File: config.mk
export PLATFORM = sky130hd
export DESIGN_NAME = alu_muldiv
export DESIGN_NICKNAME = d
export VERILOG_FILES = /design/src/rtl/alu_muldiv.sv
export SDC_FILE = /design/constraint.sdc
export NUM_CORES = 1
export LEC_CHECK = 0
export BUFFER_PORTS_ARGS = -buffer_cell sky130_fd_sc_hd__clkbuf_2
export CORE_MARGIN = 2
export CORE_UTILIZATION = 50
export CTS_BUF_LIST = sky130_fd_sc_hd__clkbuf_8
export CTS_CLUSTER_SIZE = 12
export DETAILED_ROUTE_END_ITERATION = 10
export PLACE_DENSITY_LB_ADDON = 0.05
export RECOVER_POWER = 25
export SLEW_MARGIN = 40
export SYNTH_ARGS = -nofsm -noshare
export SYNTH_HDL_FRONTEND = slang
export SYNTH_SLANG_ARGS = --single-unit
File: constraint.sdc
create_clock -name clk -period 6.8 [get_ports clk]
set_input_delay 1.36 -clock clk [delete_from_list [all_inputs] [get_ports clk]]
set_output_delay 1.36 -clock clk [all_outputs]
set_load 0.01 [all_outputs]
File: src/rtl/alu_muldiv.sv
// Iterative RV32M multiply/divide unit: shift-add multiply, restoring divide, one bit per clock.
// Optional ALU_MULDIV_EARLY_OUT_EN: trivial cases (divide by zero, signed overflow, zero multiply) finish on the accept edge.
module alu_muldiv #(
  parameter int DATA_WIDTH    = 32,
  parameter int OPCODE_LENGTH = 3
) (
  input  logic                     clk,
  input  logic                     rst_n,
  input  logic                     InValid,
  output logic                     InReady,
  input  logic [OPCODE_LENGTH-1:0] Operation,
  input  logic [DATA_WIDTH-1:0]    SrcA,
  input  logic [DATA_WIDTH-1:0]    SrcB,
  input  logic                     Flush,
  output logic                     OutValid,
  input  logic                     OutReady,
  output logic [DATA_WIDTH-1:0]    ALUResult
);
  localparam int W  = DATA_WIDTH;
  localparam int CW = $clog2(W);
`ifdef ALU_MULDIV_EARLY_OUT_EN
  localparam bit EARLY = 1'b1;
`else
  localparam bit EARLY = 1'b0;
`endif

  typedef enum logic [1:0] {IDLE, CALC, FIX, DONE} state_t;
  state_t state, state_nx;

  logic [2:0]    op_q;
  logic          neg_q, spec_q;
  logic [W-1:0]  spec_res_q, dvs_q, res_q;
  logic [2*W-1:0] prod_q;
  logic [CW-1:0] cnt_q;

  // issue-side decode, only meaningful on the accept edge
  logic [2:0]   op;
  logic         is_div, a_sgn, b_sgn, a_neg, b_neg, a_zero, b_zero, ovf, special, neg_res, accept;
  logic [W-1:0] a_mag, b_mag, spec_res;

  always_comb begin
    op      = Operation[2:0];
    is_div  = op[2];
    a_sgn   = (op == 3'b001) | (op == 3'b010) | (op == 3'b100) | (op == 3'b110);
    b_sgn   = (op == 3'b001) | (op == 3'b100) | (op == 3'b110);
    a_neg   = a_sgn & SrcA[W-1];
    b_neg   = b_sgn & SrcB[W-1];
    a_mag   = a_neg ? -SrcA : SrcA;
    b_mag   = b_neg ? -SrcB : SrcB;
    a_zero  = (SrcA == '0);
    b_zero  = (SrcB == '0);
    ovf     = is_div & ~op[0] & (SrcA == {1'b1, {(W-1){1'b0}}}) & (SrcB == '1);
    special = is_div ? (b_zero | ovf) : (a_zero | b_zero);
    // remainder follows the dividend; quotient and product follow the sign product
    neg_res = (is_div & op[1]) ? a_neg : (a_neg ^ b_neg);
    spec_res = '0;
    if (is_div) begin
      if (b_zero) spec_res = op[1] ? SrcA : '1;
      else        spec_res = op[1] ? '0 : SrcA;
    end
    accept = (state == IDLE) & InValid & ~Flush;
  end

  // one iteration of either datapath
  logic [W:0]     mul_sum, div_trial;
  logic [2*W-1:0] prod_nx, full;
  logic [W-1:0]   fix_res;

  always_comb begin
    mul_sum   = {1'b0, prod_q[2*W-1:W]} + {1'b0, (prod_q[0] ? dvs_q : '0)};
    div_trial = prod_q[2*W-1:W-1] - {1'b0, dvs_q};
    if (!op_q[2])        prod_nx = {mul_sum, prod_q[W-1:1]};
    else if (!div_trial[W]) prod_nx = {div_trial[W-1:0], prod_q[W-2:0], 1'b1};
    else                 prod_nx = {prod_q[2*W-2:0], 1'b0};
    full = neg_q ? -prod_q : prod_q;
    case (op_q)
      3'b000:         fix_res = full[W-1:0];
      3'b001, 3'b010,
      3'b011:         fix_res = full[2*W-1:W];
      3'b100, 3'b101: fix_res = neg_q ? -prod_q[W-1:0] : prod_q[W-1:0];
      default:        fix_res = neg_q ? -prod_q[2*W-1:W] : prod_q[2*W-1:W];
    endcase
  end

  always_ff @(posedge clk or negedge rst_n) begin
    if (!rst_n) state <= IDLE;
    else        state <= state_nx;
  end

  always_comb begin
    state_nx = state;
    case (state)
      IDLE: if (accept) state_nx = (EARLY && special) ? DONE : CALC;
      CALC: if (Flush) state_nx = IDLE;
            else if (cnt_q == '0) state_nx = FIX;
      FIX:  state_nx = Flush ? IDLE : DONE;
      DONE: if (Flush || OutReady) state_nx = IDLE;
      default: state_nx = IDLE;
    endcase
  end

  always_comb begin
    InReady  = (state == IDLE);
    OutValid = (state == DONE);
  end

  always_ff @(posedge clk or negedge rst_n) begin
    if (!rst_n) begin
      op_q       <= '0;
      neg_q      <= 1'b0;
      spec_q     <= 1'b0;
      spec_res_q <= '0;
      dvs_q      <= '0;
      prod_q     <= '0;
      cnt_q      <= '0;
      res_q      <= '0;
    end else begin
      if (accept) begin
        op_q       <= op;
        neg_q      <= neg_res;
        spec_q     <= special;
        spec_res_q <= spec_res;
        dvs_q      <= is_div ? b_mag : a_mag;
        prod_q     <= {{W{1'b0}}, (is_div ? a_mag : b_mag)};
        cnt_q      <= CW'(W-1);
        if (EARLY && special) res_q <= spec_res;
      end else if (state == CALC) begin
        prod_q <= prod_nx;
        cnt_q  <= cnt_q - CW'(1);
      end else if (state == FIX && !Flush) begin
        res_q <= spec_q ? spec_res_q : fix_res;
      end
    end
  end

  assign ALUResult = res_q;
endmodule

Yosys cells after proc, flatten, opt, wreduce, memory -nomap -nowiden. Cells that the tools add are included.

Register bits after elaboration: 172. Input bits: 72. Output and inout bits: 34. Word-level logic and storage cells: 95.

Add/sub/neg operators: 8. Equality and inequality tests: 17. Muxes and demuxes: 28. Bitwise logic cells: 20. Reductions and logical operators: 13.

Operators by type and width (number): 32-bit 2-to-1 mux (12); 64-bit 2-to-1 mux (5); 32-bit negator (4); 32-bit case mux with 3 select lines (1); 32-bit == test, second input constant (2); 32-bit zero test (2); 64-bit negator (1); 32-bit by 32-bit adder with 33-bit output (1); 33-bit by 32-bit subtractor with 33-bit output (1); 3-bit == test, second input constant (4); 2-bit 2-to-1 mux (5); 5-bit 2-to-1 mux (2); 3-bit by 2-bit == test with 1-bit output, second input constant (3); 1-bit AND (8); 2-bit case mux with 4 select lines (1); 1-bit OR (7); 3-bit by 1-bit == test with 1-bit output, second input constant (2); 3-bit AND reduction (2); 5-bit zero test (1); 5-bit by 1-bit subtractor with 5-bit output, second input constant (1); 2-bit == test, second input constant (2); 2-bit by 1-bit != test with 1-bit output, second input constant (2); 1-bit NOT (4); 3-bit zero test (1); 11 further kinds (12).

Depth between registers and ports, before layout. Gate-level depths: netlist (run 1).

Depth in word-level cells: 8. Gate-level depth with buffers: 14. Mapped depth without buffers: 13.

Least setup slack after synthesis (run 1). Ideal clock, no wire load.

Path type: input to register. Start: input SrcB[9]. End: register spec_res_q[0]. Data arrival time: 3512 ps. Slack: 3204 ps. Stages on the path: 10. Cells stage by stage: or4_1 nor4_2 nand3_1 or2_1 clkbuf_1 nor3b_2 buf_2 and2_1 a21oi_1 o21ai_0.

Longest elaborated chain between the ends: 3.

RTL lines: start: declaration (RTL line 13) `input logic [DATA_WIDTH-1:0] SrcB,`; 32-bit zero test (RTL line 51) `b_zero = (SrcB == '0);`; 32-bit 2-to-1 mux (RTL line 58) `if (b_zero) spec_res = op[1] ? SrcA : '1;`; 32-bit 2-to-1 mux (RTL line 57) `if (is_div) begin`; end signal: assignment (RTL line 122) `spec_res_q <= spec_res;`; end: declaration (RTL line 32) `logic [W-1:0] spec_res_q, dvs_q, res_q;`.

No other way between the ends. A chain may end at the register's enable or synchronous reset.

Worst setup path in the final report (run 1).
Start: register prod_q[31]. End: register prod_q[0].

Longest elaborated chain between the ends: 5.

RTL lines: start: declaration (RTL line 33) `logic [2*W-1:0] prod_q;`; start signal: assignment (RTL line 124) `prod_q <= {{W{1'b0}}, (is_div ? a_mag : b_mag)};`; start signal: assignment (RTL line 128) `prod_q <= prod_nx;`; 33-bit by 32-bit subtractor with 33-bit output (RTL line 71) `div_trial = prod_q[2*W-1:W-1] - {1'b0, dvs_q};`; 64-bit 2-to-1 mux (RTL line 73) `else if (!div_trial[W]) prod_nx = {div_trial[W-1:0], prod_q[W-2:0], 1'b1};`; 64-bit 2-to-1 mux (RTL line 72) `if (!op_q[2]) prod_nx = {mul_sum, prod_q[W-1:1]};`; 64-bit 2-to-1 mux (RTL line 127) `end else if (state == CALC) begin`; 64-bit 2-to-1 mux (RTL line 118) `if (accept) begin`.

No other way between the ends. The select of a mux whose other input is x is not followed.

==> summary.txt, run 1 <==
Run status
  • Status: finished with violations
  • Violated checks: max-capacitance violations, max-slew violations

Clock network
  • CTS Buffer Depth: 2
  • Clock tree sinks: 172
  • Post-CTS setup buffer count: 0
  • CTS Buf Count: 17
  • Clock root buffer: clkbuf_8
  • CTS tree: yes
  • CTS Hold Bufs: 0
  • Worst-path clk slew: 120 ps
  • Post_cts resized: 0
  • Htree depth: 4
  • Clock Latency Late Sink: 520 ps

Layout
  • Footprint of the multi-input gates: roughly 11000 um^2
  • Final non-filler cell area: 17270 um^2
  • Final Core Density: 54.58%
  • Filler instances: 3069
  • Final #Nets: ~2200
  • Layout cells sized above 1: 10.39%
  • Diode count: 0
  • Seq. cell area: 4307 um^2
  • Area Overhead vs Synth: 7.285%

Die
  • Die height: between 150 and 200 um
  • Initial Util: between 50% and 60%
  • Core Box Area: around 32000 um^2
  • Die W: 183.4 um
  • Cell row count: 65
  • Ports: 106
  • Die ar.: 33640 um^2

Logic synthesis
  • Cell Area, Synth: approximately 16000 um^2
  • Number of synthesized flops with an enable pin: 0
  • Most frequent cell after synthesis: nand2_1
  • Library cells used by synthesis: 83
  • Seq/Total Area, Yosys: 26.74%
  • Top cell type's share of synthesized area: a little over a quarter
  • Yosys warning total: 0
  • Area leader, netlist: dfrtp_1
  • Syn avg cell area: 7.794 um^2
  • Main synth FF type: dfrtp_1
  • Synth top cells by count: nand2_1, o21ai_0, a21oi_1, nor2_1, dfrtp_1
  • Syn nets: ~2200
  • Post-Synthesis Cells: 2065
  • Seq cells post-synth: ~170
  • Top cells by area, synth: dfrtp_1, o21ai_0, xnor2_1, a21oi_1, ha_1
  • Synth async-reset ratio: 100.0%

Setup path
  • CP top delay family: compound AO/OA/AOI/OAI gates
  • CP Launch Type: flop
  • R2R setup slack: 2300 ps
  • Crit Path Class: reg2reg
  • Worst EP arrival: 4920 ps
  • Setup crit end kind: flop
  • CP Cell Sequence: inv_1 > ha_1 > fa_1 > nor2b_1 > o21ba_2 > o211a_1 > a21oi_1 > o41ai_2 > mux2_2 > nand2_1 > buf_4 > o221ai_1 > o311a_1
  • WP data required: 7220 ps
  • Max FO, Critical Path: 25
  • CP max stage delay: between 600 and 700 ps
  • Buffers & Inverters on Critical Path: 2
  • Slowest CP cell: o41ai_2

GRT
  • Gr ovfl total: 0
  • Largest net degree at the start of global routing: 131
  • Global-route usage over all layers: 36.24%
  • Initial antenna violation count: 0
  • First-pass GRT wire length: about 93 mm
  • Vias in the first global route: 15178

Drt
  • Wire length per cell: around 25 um
  • Drt first pass iters: 7
  • DR iter-0 viols: 1902
  • DRC viols: 0
  • Antenna-violating nets left: 0
  • Via-per-instance ratio: approximately 6.6
  • Vias: 16478
  • Total wire length: a little over 60 mm

STA
  • TNS Setup: 0 ps
  • Worst Tran Pin Value: approximately 3000 ps
  • Tcrit/Tclk final: 66.25%
  • Headroom to the max-slew limit: -100.5%
  • Min Clock Period, post-route: 4505 ps
  • Fin worst setup slack: 2295 ps
  • FMAX: 222.0 MHz
  • Final setup fails: 0
  • Final Hold Viols: 0
  • Clock skew: 20.44 ps
  • Slew Limit Fails: between 70 and 80
  • RSZ-0062 raised after global routing: false

Placement
  • Worst slack, placed: about 2500 ps
  • Port bufs: 105
  • GP Congestion: 0.9575
  • Cell Area, Placed: 16860 um^2
  • Post-DP HPWL: 46.13 mm

Pwr
  • Net switching power: 0.003350 W
  • Register share of total power: 27.4%
  • VDD IR-drop max: 0.1999 mV
  • Internal power: 0.003067 W
  • Combinational share of power: about three fifths
  • P per Cell Area: around 370 nW/um^2
  • Clock share of power: 12.6%
  • Leak: approximately 7.4 nW
  • Switching share of total power: 52.21%

Flow run
  • Max_cap viols: 2

Worst hold path
  • Worst hold path class: reg2reg
-- layer usage --
metal  part of all wire [%]  vias to the layer above  GRT usage, %
li1                       -                     7568             -
met1                     44                     7992         51.28
met4                    4.0                        0         14.43
met3                    8.5                      133         6.438
met2                     43                      785         54.81
met5                      0                        -             0
-- logic make-up (layout without fill, tap and decap cells) --
kind of cell               after synthesis  after routing  share of synthesized area [%]
and+or+nand+nor                        636            636                          19.02
adders and majority gates              102            102                          7.572
buffers and inverters                  207            230                          4.952
xor gates and xnor gates               179            179                          9.741
DFF                                    172            172                          26.74
AOI/OAI and AO/OA                      706            706                          28.00
muxes                                   63             63                          3.965
-- area by class of cell --
class	count	area share [%]
sequential	172	24.94
tap	402	2.913
inverter	62	1.348
multi-input combinational	1686	63.93
clock buffer	17	1.355
clock inverter	15	1.043
timing repair buffer	136	4.471
-- sequential cells by signal (all words and copies together), names as in the netlist --
signal and flops:
state 2, ALUResult 32, spec_res_q 32, prod_q 64, cnt_q 5, dvs_q 32
neg_q 1, spec_q 1, op_q 3
-- placed cells by master (no fill, tap or decap), drive strengths merged, types with 25 or more instances in the layout --
cell    instances
a211oi         27
o31ai          38
a21o           27
dfrtp         172
o211ai         44
a21oi         179
a22o           32
nor2          173
xor2           69
nand2         209
o21ai         204
ha             71
maj3           29
mux2i          57
clkbuf        123
buf            30
inv            68
nor3           34
nand3          42
or3            25
xnor2         110
-- power groups by stage --
stage	Combinational (W)	Sequential, W	Clock (W)
after floorplan	0.00296	0.00142	0
after global placement	0.00371	0.00174	0
after detailed placement	0.00375	0.00175	0
after CTS	0.00377	0.00172	0.000814
after global routing	0.00422	0.00177	0.000844
final	0.00386	0.00176	0.000806
-- worst reg2reg max path: stages, from the launching register on --
cell	delay [ps]
dfrtp_1	450
inv_1	150
ha_1	260
fa_1	390
nor2b_1	210
o21ba_2	180
o211a_1	220
a21oi_1	160
o41ai_2	690
mux2_2	450
nand2_1	350
buf_4	460
o221ai_1	270
o311a_1	170
-- path summary, 6_finish.rpt --
kind	endpoint	cells past startpoint	startpoint
worst max-delay path	prod_q[0]	13	prod_q[31]
max in group asynchronous	op_q[2]	2	rst_n
worst min register to register	ALUResult[27]	2	ALUResult[27]
worst max register to register	prod_q[0]	13	prod_q[31]
worst min-delay path	ALUResult[27]	2	ALUResult[27]
min in group asynchronous	prod_q[53]	1	rst_n
-- metrics by stage --
step | power (W) | std cells | hold WS, ps
floorplan | 0.004382 | 2065 | 442.3
global placement | 0.005448 | 2456 | 469.5
detailed placement | 0.005494 | 2458 | 482.9
CTS | 0.006307 | 2490 | 507.9
global route | 0.006837 | 2490 | 527.7
finish | 0.006417 | 2490 | 498.5
Power figures use the tool's default switching activity.
==> inputs of run 2 (changes only) <==
clock period = 4 ns   (was 6.8 ns; I/O delays follow)
==> run 2 against run 1 <==
Compared with the run above:
- the run still ends with max-capacitance violations, max-slew violations left
- largest cell class unchanged
- highest routed layer is now met5
- die area stayed put
- clock power increased by 66%
- utilization is 1.0 points higher
- register-to-register slack worse by 2100 ps
- maximum frequency increased by 17%
- non-clock buffer count up 39
- via count increased by 1.4%
==> summary.txt, run 2 (synthesized netlist as in run 1, its figures left out) <==
Layout
  • Most frequent cells in the layout: nand2_1, o21ai_0, a21oi_1
  • Flip-flop count of the largest register after layout: 64 (unchanged)
  • Largest register by flop count: prod_q
  • Layout cells sized above 1: 11.99% (+1.6 points)
  • Diode count: 0 (unchanged)
  • Final #Nets: 2259 (+1.8%)
  • Area Overhead vs Synth: 9.329%
  • Commonest non-fill, non-tap cell in the layout: nand2_1

Die
  • Cell row count: 65 (unchanged)
  • Die height: 183.4 um (unchanged)
  • Die ar.: 33640 um^2 (unchanged)
  • Core Box Area: 31640 um^2 (unchanged)
  • Die W: 183.4 um (unchanged)
  • Ports: 106 (unchanged)
  • Initial Util: 50.87% (unchanged)

Drt
  • Drt first pass iters: 8 (+1)
  • Met2 wire len: 26.09 mm (-1.5%)
  • Met3 WL: 5.539 mm (+5.9%)
  • Routed length on met1: 27.37 mm (+0.89%)
  • Via-per-instance ratio: 6.604 (-0.21%)
  • Vias: 16701 (+1.4%)
  • Top Metal Used: met5
  • Total wire length: 61.28 mm (about the same)
  • Wire length per cell: 24.23 um (-1.6%)
  • DR iter-0 viols: 2129 (+12%)
  • Antenna-violating nets left: 0 (unchanged)
  • DRC viols: 0 (unchanged)

STA
  • Headroom to the max-slew limit: -47.32% (+53 points)
  • Slew Limit Fails: 82 (+11%)
  • Min Clock Period, post-route: 3849 ps (-655.8 ps)
  • RSZ-0062 raised after global routing: false
  • Clock skew: 30.82 ps (+10.37 ps)
  • Final setup fails: 0 (unchanged)
  • TNS Setup: 0 ps (unchanged)
  • Tcrit/Tclk final: 96.22% (+30 points)
  • FMAX: 259.8 MHz (+17%)
  • Final Hold Viols: 0 (unchanged)
  • Worst Tran Pin Value: 2210 ps (-797.3 ps)

Setup path
  • Worst EP arrival: 4250 ps (-670 ps)
  • CP Launch Type: flop
  • Max FO, Critical Path: 10 (-60%)
  • Crit Path Class: reg2reg
  • Setup crit end kind: flop
  • Worst flop-to-flop path startpoint: prod_q[0]
  • CP startpoint: prod_q[0]
  • WP data required: 4400 ps (-2820 ps)

GRT
  • Vias in the first global route: 15085 (-0.61%)
  • Gr ovfl total: 0 (unchanged)
  • Initial antenna violation count: 1 (+1)
  • Global-route usage over all layers: 36.53% (+0.29 points)
  • First-pass GRT wire length: 93.38 mm (+0.78%)
  • Largest net degree at the start of global routing: 92 (-30%)

Clock network
  • Post-CTS setup buffer count: 0 (unchanged)
  • Htree depth: 4 (unchanged)
  • Clock Latency Late Sink: 520 ps (about the same)
  • Worst-path clk slew: 130 ps (about the same)
  • CTS tree: yes
  • Clock tree sinks: 172 (unchanged)
  • CTS Buffer Depth: 2 (unchanged)
  • Clock root buffer: clkbuf_8
  • CTS Buf Count: 17 (unchanged)

Placement
  • GP Congestion: 0.9777 (+2.1%)
  • Post-DP HPWL: 47.53 mm (+3.0%)
  • Port bufs: 105 (unchanged)

Run status
  • Status: finished with violations
  • Violated checks: max-capacitance violations, max-slew violations

Pwr
  • VDD IR-drop max: 0.3789 mV (+90%)
  • Power Total: 0.01118 W (+74%)
  • P per Cell Area: 635.3 nW/um^2 (+71%)
  • Switching share of total power: 51.96% (-0.25 points)
  • Combinational share of power: 63.8% (+3.7 points)
  • Clock share of power: 12.0% (-0.6 points)
  • Leak: 7.675 nW (+3.2%)
  • Net switching power: 0.005809 W (+73%)
  • Register share of total power: 24.2% (-3.2 points)
  • Internal power: 0.005370 W (+75%)

Worst hold path
  • Worst Hold Launch: dvs_q[4]
  • Worst hold path class: reg2reg

Flow run
  • Max_cap viols: 1 (-1)
-- run 2: cell types whose count changed in the layout (fill, tap and decap cells not counted), sizes merged --
cell      previous run  this run
clkinvlp             2         0
buf                 30        69
clkinv               6         7
bufinv               1         0
inv                 68        70
-- run 2: critical path, cell delays in order (launching register included) --
cell	delay, ps
dfrtp_1	480
inv_1	310
buf_4	260
nor2_1	70
ha_1	190
a21oi_1	310
nor2b_1	100
o31ai_1	420
a211oi_1	210
o41ai_2	570
o21ai_0	300
o221ai_1	250
xor2_1	170
o211ai_1	90
-- run 2: what timing repair did --
action / in CTS / in global routing
resized for setup: 0 / 1
hold buffers: 0 / 0
setup endpoints to repair: 0 / 4
endpoints found under the hold margin: 0 / 0
-- run 2: area by class of cell --
type | instances | area [um^2]
Clock buffer | 17 | 234.0
Clock inverter | 15 | 188.9
Fill cell | 3034 | 14040
Inverter | 62 | 232.7
Multi-Input combinational cell | 1686 | 11030
Sequential cell | 172 | 4307
Tap cell | 402 | 503.0
Timing Repair Buffer | 175 | 1099
-- run 2: metal layers --
layer / track usage (%) / up-vias
met5: 0 / -
met1: 54.08 / 8084
met4: 12.61 / 2
li1: - / 7654
met2: 53.71 / 844
met3: 5.923 / 117
-- run 2: worst paths after layout --
kind / cells past startpoint / end / slack [ps]
worst max-delay path: 13 / prod_q[62] / 150
worst min-delay path: 2 / dvs_q[4] / 490
worst max register to register: 13 / prod_q[62] / 150
worst min register to register: 2 / dvs_q[4] / 490
max in group asynchronous: 2 / prod_q[37] / 1140
min in group asynchronous: 1 / prod_q[56] / 840
-- run 2: power by group through the flow --
stage | logic [W] | clock network (W) | registers [W]
2_1_floorplan | 0.00503 | 0 | 0.00242
5_1_grt | 0.00773 | 0.00142 | 0.00274
6_report | 0.00713 | 0.00134 | 0.00271
3_3_place_gp | 0.00687 | 0 | 0.00270
3_5_place_dp | 0.00689 | 0 | 0.00271
4_1_cts | 0.00693 | 0.00136 | 0.00268
-- run 2: stage by stage --
stage                     utilization, %  hold WS [ps]  instance area (um^2)  instances  worst slack, ps
after floorplan                        -         442.3                 16090       2065            728.1
after global placement             54.31         461.9                 17180       2497            291.5
after detailed placement           54.31         470.2                 17180       2497            300.8
after CTS                          55.65         350.8                 17610       2529            266.4
after global routing               55.62         522.8                 17600       2529            3.894
final                              55.62         493.6                 17600       2529            151.0
==> inputs of run 3 (changes only) <==
CORE_ASPECT_RATIO = 1.1   (was default)
==> run 3 against run 2 <==
Compared with the run above:
- the flow still finishes with violations (max-capacitance violations, max-slew violations)
- non-clock buffer count down 1
- cell count up 0.67%
- worst hold slack worse by 2.5 ps
- power up 1.3%
- via count down 2.4%
- largest power group unchanged
==> summary.txt, run 3 (synthesized netlist as in run 1, its figures left out) <==
Setup path
  • CP Launch Type: flop
  • Worst flop-to-flop path startpoint: prod_q[0]
  • CP startpoint: prod_q[0]
  • Crit Path Class: reg2reg
  • WP data required: 4430 ps (+30 ps)
  • Setup crit end kind: flop
  • Max FO, Critical Path: 23 (+13)
  • Worst EP arrival: 4070 ps (-180 ps)

Clock network
  • CTS Buffer Depth: 2 (unchanged)
  • Clock root buffer: clkbuf_8
  • Worst-path clk slew: 100 ps (-30 ps)
  • Htree depth: 4 (unchanged)
  • Post-CTS setup buffer count: 0 (unchanged)
  • Post_cts resized: 0 (unchanged)
  • CTS tree: yes
  • Clock tree sinks: 172 (unchanged)
  • CTS Buf Count: 17 (unchanged)
  • Clock Latency Late Sink: 520 ps (about the same)
  • CTS Hold Bufs: 0 (unchanged)

Layout
  • Most frequent cells in the layout: nand2_1, o21ai_0, a21oi_1
  • Largest register by flop count: prod_q
  • Diode count: 0 (unchanged)
  • Commonest non-fill, non-tap cell in the layout: nand2_1
  • Area Overhead vs Synth: 9.578%
  • Footprint of the multi-input gates: 11030 um^2 (about the same)
  • Non-Filler Instances: 2546 (+0.67%)
  • Final non-filler cell area: 17640 um^2 (+0.23%)
  • Layout cells sized above 1: 11.90% (-0.088 points)
  • Final #Nets: 2258 (-0.044%)
  • Flip-flop count of the largest register after layout: 64 (unchanged)
  • Seq. cell area: 4307 um^2 (unchanged)
  • Filler instances: 3069 (+1.2%)

STA
  • Headroom to the max-slew limit: -45.74% (+1.6 points)
  • Final setup fails: 0 (unchanged)
  • RSZ-0062 raised after global routing: false
  • FMAX: 274.7 MHz (+5.7%)
  • Slew Limit Fails: 85 (+3.7%)
  • Tcrit/Tclk final: 91.01% (-5.2 points)
  • Final Hold Viols: 0 (unchanged)
  • Min Clock Period, post-route: 3640 ps (-208.6 ps)
  • TNS Setup: 0 ps (unchanged)
  • Fin worst setup slack: 359.6 ps (+208.6 ps)
  • Worst Tran Pin Value: 2186 ps (-23.79 ps)
  • Clock skew: 22.34 ps (-8.475 ps)

Worst hold path
  • Worst hold path class: reg2reg
  • Worst Hold Launch: op_q[0]

GRT
  • GR Layer Usage met1: 45.75% (-8.3 points)
  • GR Util met2: 59.82% (+6.1 points)
  • Largest net degree at the start of global routing: 94 (+2.2%)
  • Gr ovfl total: 0 (unchanged)
  • Initial antenna violation count: 0 (-1)
  • Met3 GRT Util: 6.255% (+0.33 points)
  • Global-route usage over all layers: 36.32% (-0.21 points)
  • Vias in the first global route: 15461 (+2.5%)
  • First-pass GRT wire length: 92.79 mm (-0.63%)
  • Busiest metal layer after global routing: met2

Die
  • Die W: 175.1 um (-4.6%)
  • Cell row count: 68 (+4.6%)
  • Ports: 106 (unchanged)
  • Initial Util: 50.99% (+0.11 points)
  • Core Box Area: 31570 um^2 (-0.23%)
  • Die ar.: 33640 um^2 (about the same)
  • Die height: 192.2 um (+4.8%)

Pwr
  • VDD IR-drop max: 0.3998 mV (+5.5%)
  • Combinational share of power: 62.4% (-1.4 points)
  • P per Cell Area: 641.8 nW/um^2 (+1.0%)
  • Switching share of total power: 50.56% (-1.4 points)
  • Internal power: 0.005597 W (+4.2%)
  • Leak: 7.680 nW (about the same)
  • Clock share of power: 13.3% (+1.3 points)
  • Net switching power: 0.005723 W (-1.5%)
  • Register share of total power: 24.3% (about the same)

Run status
  • Violated checks: max-capacitance violations, max-slew violations
  • Status: finished with violations

Drt
  • Vias: 16298 (-2.4%)
  • Total wire length: 60.45 mm (-1.3%)
  • Via-per-instance ratio: 6.401 (-3.1%)
  • Wire length per cell: 23.74 um (-2.0%)
  • Drt first pass iters: 6 (-2)
  • DR iter-0 viols: 1555 (-27%)
  • Antenna-violating nets left: 0 (unchanged)
  • DRC viols: 0 (unchanged)

Placement
  • Worst slack, placed: 372.6 ps (+71.80 ps)
  • Port bufs: 105 (unchanged)
  • GP Congestion: 1.035 (+5.9%)
  • Cell Area, Placed: 17180 um^2 (unchanged)
  • Placed Cells: 2513 (+0.64%)
  • Post-DP HPWL: 47.26 mm (-0.57%)

Flow run
  • Max_cap viols: 1 (unchanged)
run 3: final cells by class:
class / instances / area share (%)
clock inverter: 14 / 1.263
timing repair buffer: 174 / 6.094
tap: 420 / 2.980
sequential: 172 / 24.42
inverter: 62 / 1.320
multi-input combinational: 1686 / 62.52
clock buffer: 18 / 1.405
run 3: final timing paths:
kind / end / slack [ps] / cells past startpoint
min in group asynchronous: dvs_q[9] / 900 / 1
min: op_q[0] / 490 / 2
max: prod_q[62] / 360 / 14
max in group asynchronous: ALUResult[14] / 810 / 2
max reg2reg: prod_q[62] / 360 / 14
min reg2reg: op_q[0] / 490 / 2
run 3: stage by stage:
step           total power, W  hold slack (ps)  util, %
3_3_place_gp         0.009600            461.8    54.42
4_1_cts               0.01118            366.0    55.93
6_report              0.01132            491.1    55.87
5_1_grt               0.01206            516.1    55.87
3_5_place_dp         0.009646            467.3    54.44
2_1_floorplan        0.007449            442.3        -
run 3: layer usage:
metal | wire length, um | vias up
met5 | 0 | -
met4 | 3406 | 0
met3 | 4144 | 159
met2 | 27960 | 686
met1 | 24940 | 7799
li1 | - | 7654
run 3: power by group through the flow:
| stage | Combinational [W] | Sequential [W] | Clock, W |
|---|---|---|---|
| 6_report | 0.00706 | 0.00275 | 0.00151 |
| 4_1_cts | 0.00694 | 0.00271 | 0.00153 |
| 3_5_place_dp | 0.00690 | 0.00275 | 0 |
| 5_1_grt | 0.00768 | 0.00279 | 0.00159 |
| 3_3_place_gp | 0.00686 | 0.00274 | 0 |
| 2_1_floorplan | 0.00503 | 0.00242 | 0 |
run 3: worst max-delay path: stages, from the launching register on:
cell      delay, ps
dfrtp_1         460
inv_1           250
buf_4           340
nor2_1           90
ha_1            400
nand2_1         110
nor3_1          200
nand3b_1        180
a211oi_1        430
o41ai_2         130
buf_4           160
o21ai_0         290
o221ai_1        200
xor2_1          170
o211ai_1        160
